[config.mk]
export PLATFORM = sky130hd
export DESIGN_NAME = framer_trigger_sched_flat
export DESIGN_NICKNAME = d
export VERILOG_FILES = /design/src/rtl/framer_trigger_sched_if.sv /design/src/rtl/framer_trigger_sched.sv /design/src/flat_wrapper.sv
export SDC_FILE = /design/constraint.sdc
export NUM_CORES = 1
export LEC_CHECK = 0
export BUFFER_PORTS_ARGS = -buffer_cell sky130_fd_sc_hd__clkbuf_2
export CORE_MARGIN = 2
export CORE_UTILIZATION = 46
export CTS_BUF_LIST = sky130_fd_sc_hd__clkbuf_8
export CTS_CLUSTER_SIZE = 10
export DETAILED_ROUTE_END_ITERATION = 10
export GPL_ROUTABILITY_DRIVEN = 0
export GPL_TIMING_DRIVEN = 0
export PLACE_DENSITY = 0.66
export SLEW_MARGIN = 20
export SYNTH_ARGS = -nofsm -noshare
export SYNTH_HDL_FRONTEND = slang
export SYNTH_SLANG_ARGS = --single-unit
[constraint.sdc]
create_clock -name clk_i -period 3.5 [get_ports clk_i]
set_input_delay 0.525 -clock clk_i [delete_from_list [all_inputs] [get_ports clk_i]]
set_output_delay 0.525 -clock clk_i [all_outputs]
set_load 0.02 [all_outputs]
[src/rtl/framer_trigger_sched_if.sv]
// Settings bus and trigger AXI stream shared between the trigger scheduler and its host.
// master: drives settings writes and consumes the trigger stream.
// slave : the scheduler itself.
interface framer_trigger_sched_if;
    logic        set_stb;
    logic [7:0]  set_addr;
    logic [31:0] set_data;
    logic [15:0] trigger_tdata;
    logic        trigger_tlast;
    logic        trigger_tvalid;
    logic        trigger_tready;

    modport master (
        output set_stb, set_addr, set_data, trigger_tready,
        input  trigger_tdata, trigger_tlast, trigger_tvalid
    );

    modport slave (
        input  set_stb, set_addr, set_data, trigger_tready,
        output trigger_tdata, trigger_tlast, trigger_tvalid
    );
endinterface

[src/rtl/framer_trigger_sched.sv]
// Per-sample trigger stream generator for periodic_framer.
// One beat per sample (tvalid always high); tlast flags trigger samples: the first
// after DELAY beats from start, then one every PERIOD beats, COUNT times (0 = forever).
module framer_trigger_sched #(
    parameter logic [7:0] SR_TRIG_PERIOD = 8'd5,
    parameter logic [7:0] SR_TRIG_DELAY  = 8'd6,
    parameter logic [7:0] SR_TRIG_COUNT  = 8'd7,
    parameter logic [7:0] SR_TRIG_CTRL   = 8'd8
) (
    input  logic                          clk_i,
    input  logic                          reset_n_i,
    input  logic                          clear_i,
    input  logic                          ext_start_i,
    framer_trigger_sched_if.slave         bus,
    output logic                          busy_o,
    output logic                          done_o
);

    typedef enum logic [1:0] {ST_IDLE, ST_DELAY, ST_RUN} state_e;

    state_e      state_q, state_d;
    logic [15:0] period_q, delay_q, count_q;
    logic [15:0] beat_cnt_q, beat_cnt_d;
    logic [15:0] trig_idx_q, trig_idx_d;
    logic        stop_pend_q, stop_pend_d;
    logic        done_q, done_d;

    logic        ctrl_wr, start_cmd, stop_cmd, beat, tlast_c;
    logic [15:0] period_eff, beat_inc;
    logic        unused_set_bits;

    // Upper settings bits carry nothing for this block.
    assign unused_set_bits = ^bus.set_data[31:16];

    // CTRL bits are write strobes; an ext_start coinciding with a settings start is one start.
    assign ctrl_wr   = bus.set_stb && (bus.set_addr == SR_TRIG_CTRL);
    assign start_cmd = (ctrl_wr && bus.set_data[0]) || ext_start_i;
    assign stop_cmd  = ctrl_wr && bus.set_data[1];
    assign beat      = bus.trigger_tready;   // tvalid is constant 1

    // Config registers: survive clear, only reset_n zeroes them.
    always_ff @(posedge clk_i or negedge reset_n_i) begin
        if (!reset_n_i) begin
            period_q <= '0;
            delay_q  <= '0;
            count_q  <= '0;
        end else if (bus.set_stb) begin
            if (bus.set_addr == SR_TRIG_PERIOD) period_q <= bus.set_data[15:0];
            if (bus.set_addr == SR_TRIG_DELAY)  delay_q  <= bus.set_data[15:0];
            if (bus.set_addr == SR_TRIG_COUNT)  count_q  <= bus.set_data[15:0];
        end
    end

    // Trigger compare: equality in DELAY, >= in RUN so a shrunk PERIOD fires on the next beat.
    always_comb begin
        period_eff = (period_q == 16'd0) ? 16'd1 : period_q;
        beat_inc   = (beat_cnt_q == 16'hFFFF) ? beat_cnt_q : beat_cnt_q + 16'd1;
        case (state_q)
            ST_DELAY: tlast_c = (beat_cnt_q == delay_q);
            ST_RUN:   tlast_c = (beat_cnt_q >= period_eff);
            default:  tlast_c = 1'b0;
        endcase
    end

    // Next-state logic: sequencing, stop handling and completion.
    always_comb begin
        state_d     = state_q;
        beat_cnt_d  = beat_cnt_q;
        trig_idx_d  = trig_idx_q;
        stop_pend_d = stop_pend_q;
        done_d      = 1'b0;
        case (state_q)
            ST_IDLE: begin
                stop_pend_d = 1'b0;
                if (start_cmd && !stop_cmd) begin
                    state_d    = ST_DELAY;
                    beat_cnt_d = '0;
                    trig_idx_d = '0;
                end
            end
            default: begin
                if (stop_cmd) stop_pend_d = 1'b1;
                if (stop_pend_q && !tlast_c) begin
                    // Nothing committed on the wire: stop right away.
                    state_d     = ST_IDLE;
                    stop_pend_d = 1'b0;
                end else if (beat) begin
                    if (tlast_c) begin
                        state_d    = ST_RUN;
                        beat_cnt_d = 16'd1;
                        trig_idx_d = trig_idx_q + 16'd1;
                        if (stop_pend_q) begin
                            // Presented trigger has gone out; stopping is not completion.
                            state_d     = ST_IDLE;
                            stop_pend_d = 1'b0;
                        end else if (count_q != 16'd0 && trig_idx_q + 16'd1 == count_q) begin
                            state_d = ST_IDLE;
                            done_d  = 1'b1;
                        end
                    end else begin
                        beat_cnt_d = beat_inc;
                    end
                end
            end
        endcase
        if (clear_i) begin
            state_d     = ST_IDLE;
            beat_cnt_d  = '0;
            trig_idx_d  = '0;
            stop_pend_d = 1'b0;
            done_d      = 1'b0;
        end
    end

    // State and counter registers.
    always_ff @(posedge clk_i or negedge reset_n_i) begin
        if (!reset_n_i) begin
            state_q     <= ST_IDLE;
            beat_cnt_q  <= '0;
            trig_idx_q  <= '0;
            stop_pend_q <= 1'b0;
            done_q      <= 1'b0;
        end else begin
            state_q     <= state_d;
            beat_cnt_q  <= beat_cnt_d;
            trig_idx_q  <= trig_idx_d;
            stop_pend_q <= stop_pend_d;
            done_q      <= done_d;
        end
    end

    assign bus.trigger_tvalid = 1'b1;
    assign bus.trigger_tlast  = tlast_c;
    assign bus.trigger_tdata  = (state_q == ST_IDLE) ? 16'd0 : trig_idx_q;
    assign busy_o             = (state_q != ST_IDLE);
    assign done_o             = done_q;

endmodule

[src/flat_wrapper.sv]
// flat-port wrapper written by rule: the top's interface ports become plain ports
module framer_trigger_sched_flat 
#(
    parameter logic [7:0] SR_TRIG_PERIOD = 8'd5,
    parameter logic [7:0] SR_TRIG_DELAY  = 8'd6,
    parameter logic [7:0] SR_TRIG_COUNT  = 8'd7,
    parameter logic [7:0] SR_TRIG_CTRL   = 8'd8
)
  (clk_i, reset_n_i, clear_i, ext_start_i, busy_o, done_o, bus_set_stb, bus_set_addr, bus_set_data, bus_trigger_tready, bus_trigger_tdata, bus_trigger_tlast, bus_trigger_tvalid);
  framer_trigger_sched_if bus_i ();
  input  logic clk_i;
  input  logic reset_n_i;
  input  logic clear_i;
  input  logic ext_start_i;
  output logic busy_o;
  output logic done_o;
  input wire logic [$bits(bus_i.set_stb)-1:0] bus_set_stb;
  input wire logic [$bits(bus_i.set_addr)-1:0] bus_set_addr;
  input wire logic [$bits(bus_i.set_data)-1:0] bus_set_data;
  input wire logic [$bits(bus_i.trigger_tready)-1:0] bus_trigger_tready;
  output wire logic [$bits(bus_i.trigger_tdata)-1:0] bus_trigger_tdata;
  output wire logic [$bits(bus_i.trigger_tlast)-1:0] bus_trigger_tlast;
  output wire logic [$bits(bus_i.trigger_tvalid)-1:0] bus_trigger_tvalid;
  assign bus_i.set_stb = bus_set_stb;
  assign bus_i.set_addr = bus_set_addr;
  assign bus_i.set_data = bus_set_data;
  assign bus_i.trigger_tready = bus_trigger_tready;
  assign bus_trigger_tdata = bus_i.trigger_tdata;
  assign bus_trigger_tlast = bus_i.trigger_tlast;
  assign bus_trigger_tvalid = bus_i.trigger_tvalid;
  framer_trigger_sched #(.SR_TRIG_PERIOD(SR_TRIG_PERIOD), .SR_TRIG_DELAY(SR_TRIG_DELAY), .SR_TRIG_COUNT(SR_TRIG_COUNT), .SR_TRIG_CTRL(SR_TRIG_CTRL)) u_core (.clk_i(clk_i), .reset_n_i(reset_n_i), .clear_i(clear_i), .ext_start_i(ext_start_i), .bus(bus_i), .busy_o(busy_o), .done_o(done_o));
endmodule
==> metrics.cfg <==
[synthesis]
syn-num-nets=618
synth_most_common_cell=dfrtp_1
synth_area_um2=5250
ys_types=62
netlist_top_cells_area=dfrtp_1 40%, mux2_2 7.3%, ha_1 5.0%
synth_edf_count=0
synth_top_area_share_pct=40.0
async_flop_share_pct=100
ys_ff_latch=84
yosys_warnings=0
dominantRegCellSynth=dfrtp_1
avgSynthCellArea_um2=9.53
syn_inst=551
yosysTopAreaCell=dfrtp_1
yosysSeqAreaShare_pct=40.0
synth_commonest_cells=84 x dfrtp_1, 46 x nand2_1, 35 x inv_1

[sta]
fin_hold_ws_ps=157
period_share_pct=97.2
max_freq_mhz=294
finalCriticalPeriod_ps=3400
relSlewSlack_pct=47.1
worst_pin_slew_ps=785
rsz0062_at_grt=yes
setup_viol=0
slew_viol_final=0
hold_viol_final=0
finalWorstSetupSlack_ps=98.5
skew_ps=14.2

[global_route]
grt_pass1_wl_um=23100
grtUsageTotal_pct=24.0
antenna_found_initial=0
grt_pass1_vias=4356
grt-ovfl-total=0
grt_max_degree=85

[clock_network]
clockBufferDepth=2
path_clk_slew_ps=90
postCtsHoldBufs=0
cts_made_buffers=9
cts_root_buf=clkbuf_8
clk_latency_ps=380
cts.sinks=84
htree_levels=3
cts_tree=built

[finish]
diodes=0
syn_to_final_growth_pct=13.7
fin_util_pct=53.0
drive_above_1_share_pct=22.7
nFillCells=1037
stdcell_count=768
fin_nets=687

[pwr]
power_frac_comb_pct=15.7
p_leak_nw=2.99
clock_power_share_pct=32.5
ir_drop_v=0.000260
swShare_pct=30.1
pwr_density_cell_nw_per_um2=338
p_sw_uw=606
p_int_mw=1.41
p_seq_share_pct=51.7
total_power_mw=2.02

[route]
via_per_inst=5.90
drtPass1Iterations=5
vias=4529
drtIter0Drc=317
routed_wirelength_um=14400
wire_per_inst_um=18.7
route.detailed.drc=0
drtAntennaViolNets=0

[run_status]
status=finished clean

[placed_design]
dpl.hpwl_um=10700
placed_cells=742
port_buffers=48
dp_slack_ps=10.7

[setup_path]
cp-start-kind=flip-flop
cp-end-kind=primary output
crit_type=reg2out
crit_fanout=5
worstPathArrival_ps=2880
crit_required_ps=2970

[floorplanning]
die_y_um=111
core_area_um2=11300
initial_core_util_pct=46.6
die-area_um2=12300
placementRows=39
io_pins=66
die_w_um=111

[run]
maxCapViolations=0

[worst_hold_path]
hp-class=in2async

[power by group through the flow]
stage	combinational [mW]	sequential (mW)	clock [mW]
global route	0.350	1.05	0.705
detailed placement	0.298	1.06	0
global placement	0.290	1.06	0
CTS	0.300	1.04	0.671
floorplan	0.193	1.05	0
finish	0.317	1.04	0.656
[registers in the layout, indices dropped and copies added, names as in the netlist]
signal              count
u_core.beat_cnt_q      16
u_core.count_q         16
u_core.delay_q         16
u_core.done_o           1
u_core.period_q        16
u_core.state_q          2
u_core.stop_pend_q      1
u_core.trig_idx_q      16
[layout by cell type, fill, tap and decap left out, types with 6 or more instances in the layout]
master	instances
dfrtp_1	84
clkbuf_2	47
nand2_1	46
inv_1	36
mux2_2	34
o21ai_0	31
nor2_1	25
xnor2_1	22
a21oi_1	21
ha_1	21
nand3_1	18
xor2_1	18
o31ai_1	17
clkbuf_1	15
nor3_1	14
buf_4	14
nor2b_1	13
nand4_1	12
nor4_1	12
clkbuf_8	11
buf_2	9
and3_1	9
a22o_1	8
a31oi_1	7
a21o_1	7
mux2i_1	6
[path summary, 6_finish.rpt]
check | start | end | slack, ps | cells past startpoint
setup / recovery | u_core.period_q[9] | bus_trigger_tlast | 100 | 11
hold / removal | reset_n_i | u_core.trig_idx_q[5] | 160 | 1
setup reg to reg | u_core.period_q[9] | u_core.beat_cnt_q[1] | 280 | 13
hold reg to reg | u_core.delay_q[13] | u_core.delay_q[13] | 540 | 1
max in group asynchronous | reset_n_i | u_core.beat_cnt_q[15] | 2830 | 1
min in group clk_i | clear_i | u_core.state_q[0] | 380 | 2
[worst max-delay path: stages (launching register included)]
cell       delay, ps
dfrtp_1          400
nor4_2           300
a41o_1           220
ha_1             220
nand2b_4         140
a2111oi_4        310
a2111oi_2         70
o211a_4          260
nor3_4           200
inv_2             70
buf_12           130
buf_4            150
[per-layer routing]
metal	vias up	global-route usage (%)	share of wire, %
met5	-	0	0
met4	0	13.5	4.1
met3	33	4.54	5.6
met2	144	38.4	48
met1	2218	30.6	43
li1	2134	-	-
[cells by family after synthesis]
| logic type | after synthesis | synth area share (%) |
|---|---|---|
| xor gates and xnor gates | 40 | 6.67 |
| DFF | 84 | 40.0 |
| adders and majority gates | 21 | 5.00 |
| and+or+nand+nor | 178 | 18.5 |
| buffers and inverters | 65 | 5.24 |
| muxes | 40 | 8.43 |
| AOI/OAI and AO/OA | 122 | 16.1 |
| other | 1 | 0.0714 |
[area by class of cell]
cell class	count	area, um2	area share (%)
clock buffer	10	138	2.30
timing repair buffer	59	334	5.59
clock inverter	6	41.3	0.691
buffer	28	141	2.37
sequential	84	2100	35.2
inverter	36	135	2.26
tap	143	179	3.00
multi-input combinational	402	2900	48.6
[what timing repair did]
item,4_1_cts,5_1_grt
setup buffers,2,9
gates resized for setup,5,4
pin swaps,4,7
endpoints found under the setup margin,1,10
[stage by stage]
step                      TNS (ps)  cell area, um2
after floorplan                  0            5250
after global placement           0            5670
after detailed placement         0            5680
after CTS                        0            5890
after global routing         -32.8            5970
final                            0            5970
Power figures use the tool's default switching activity.
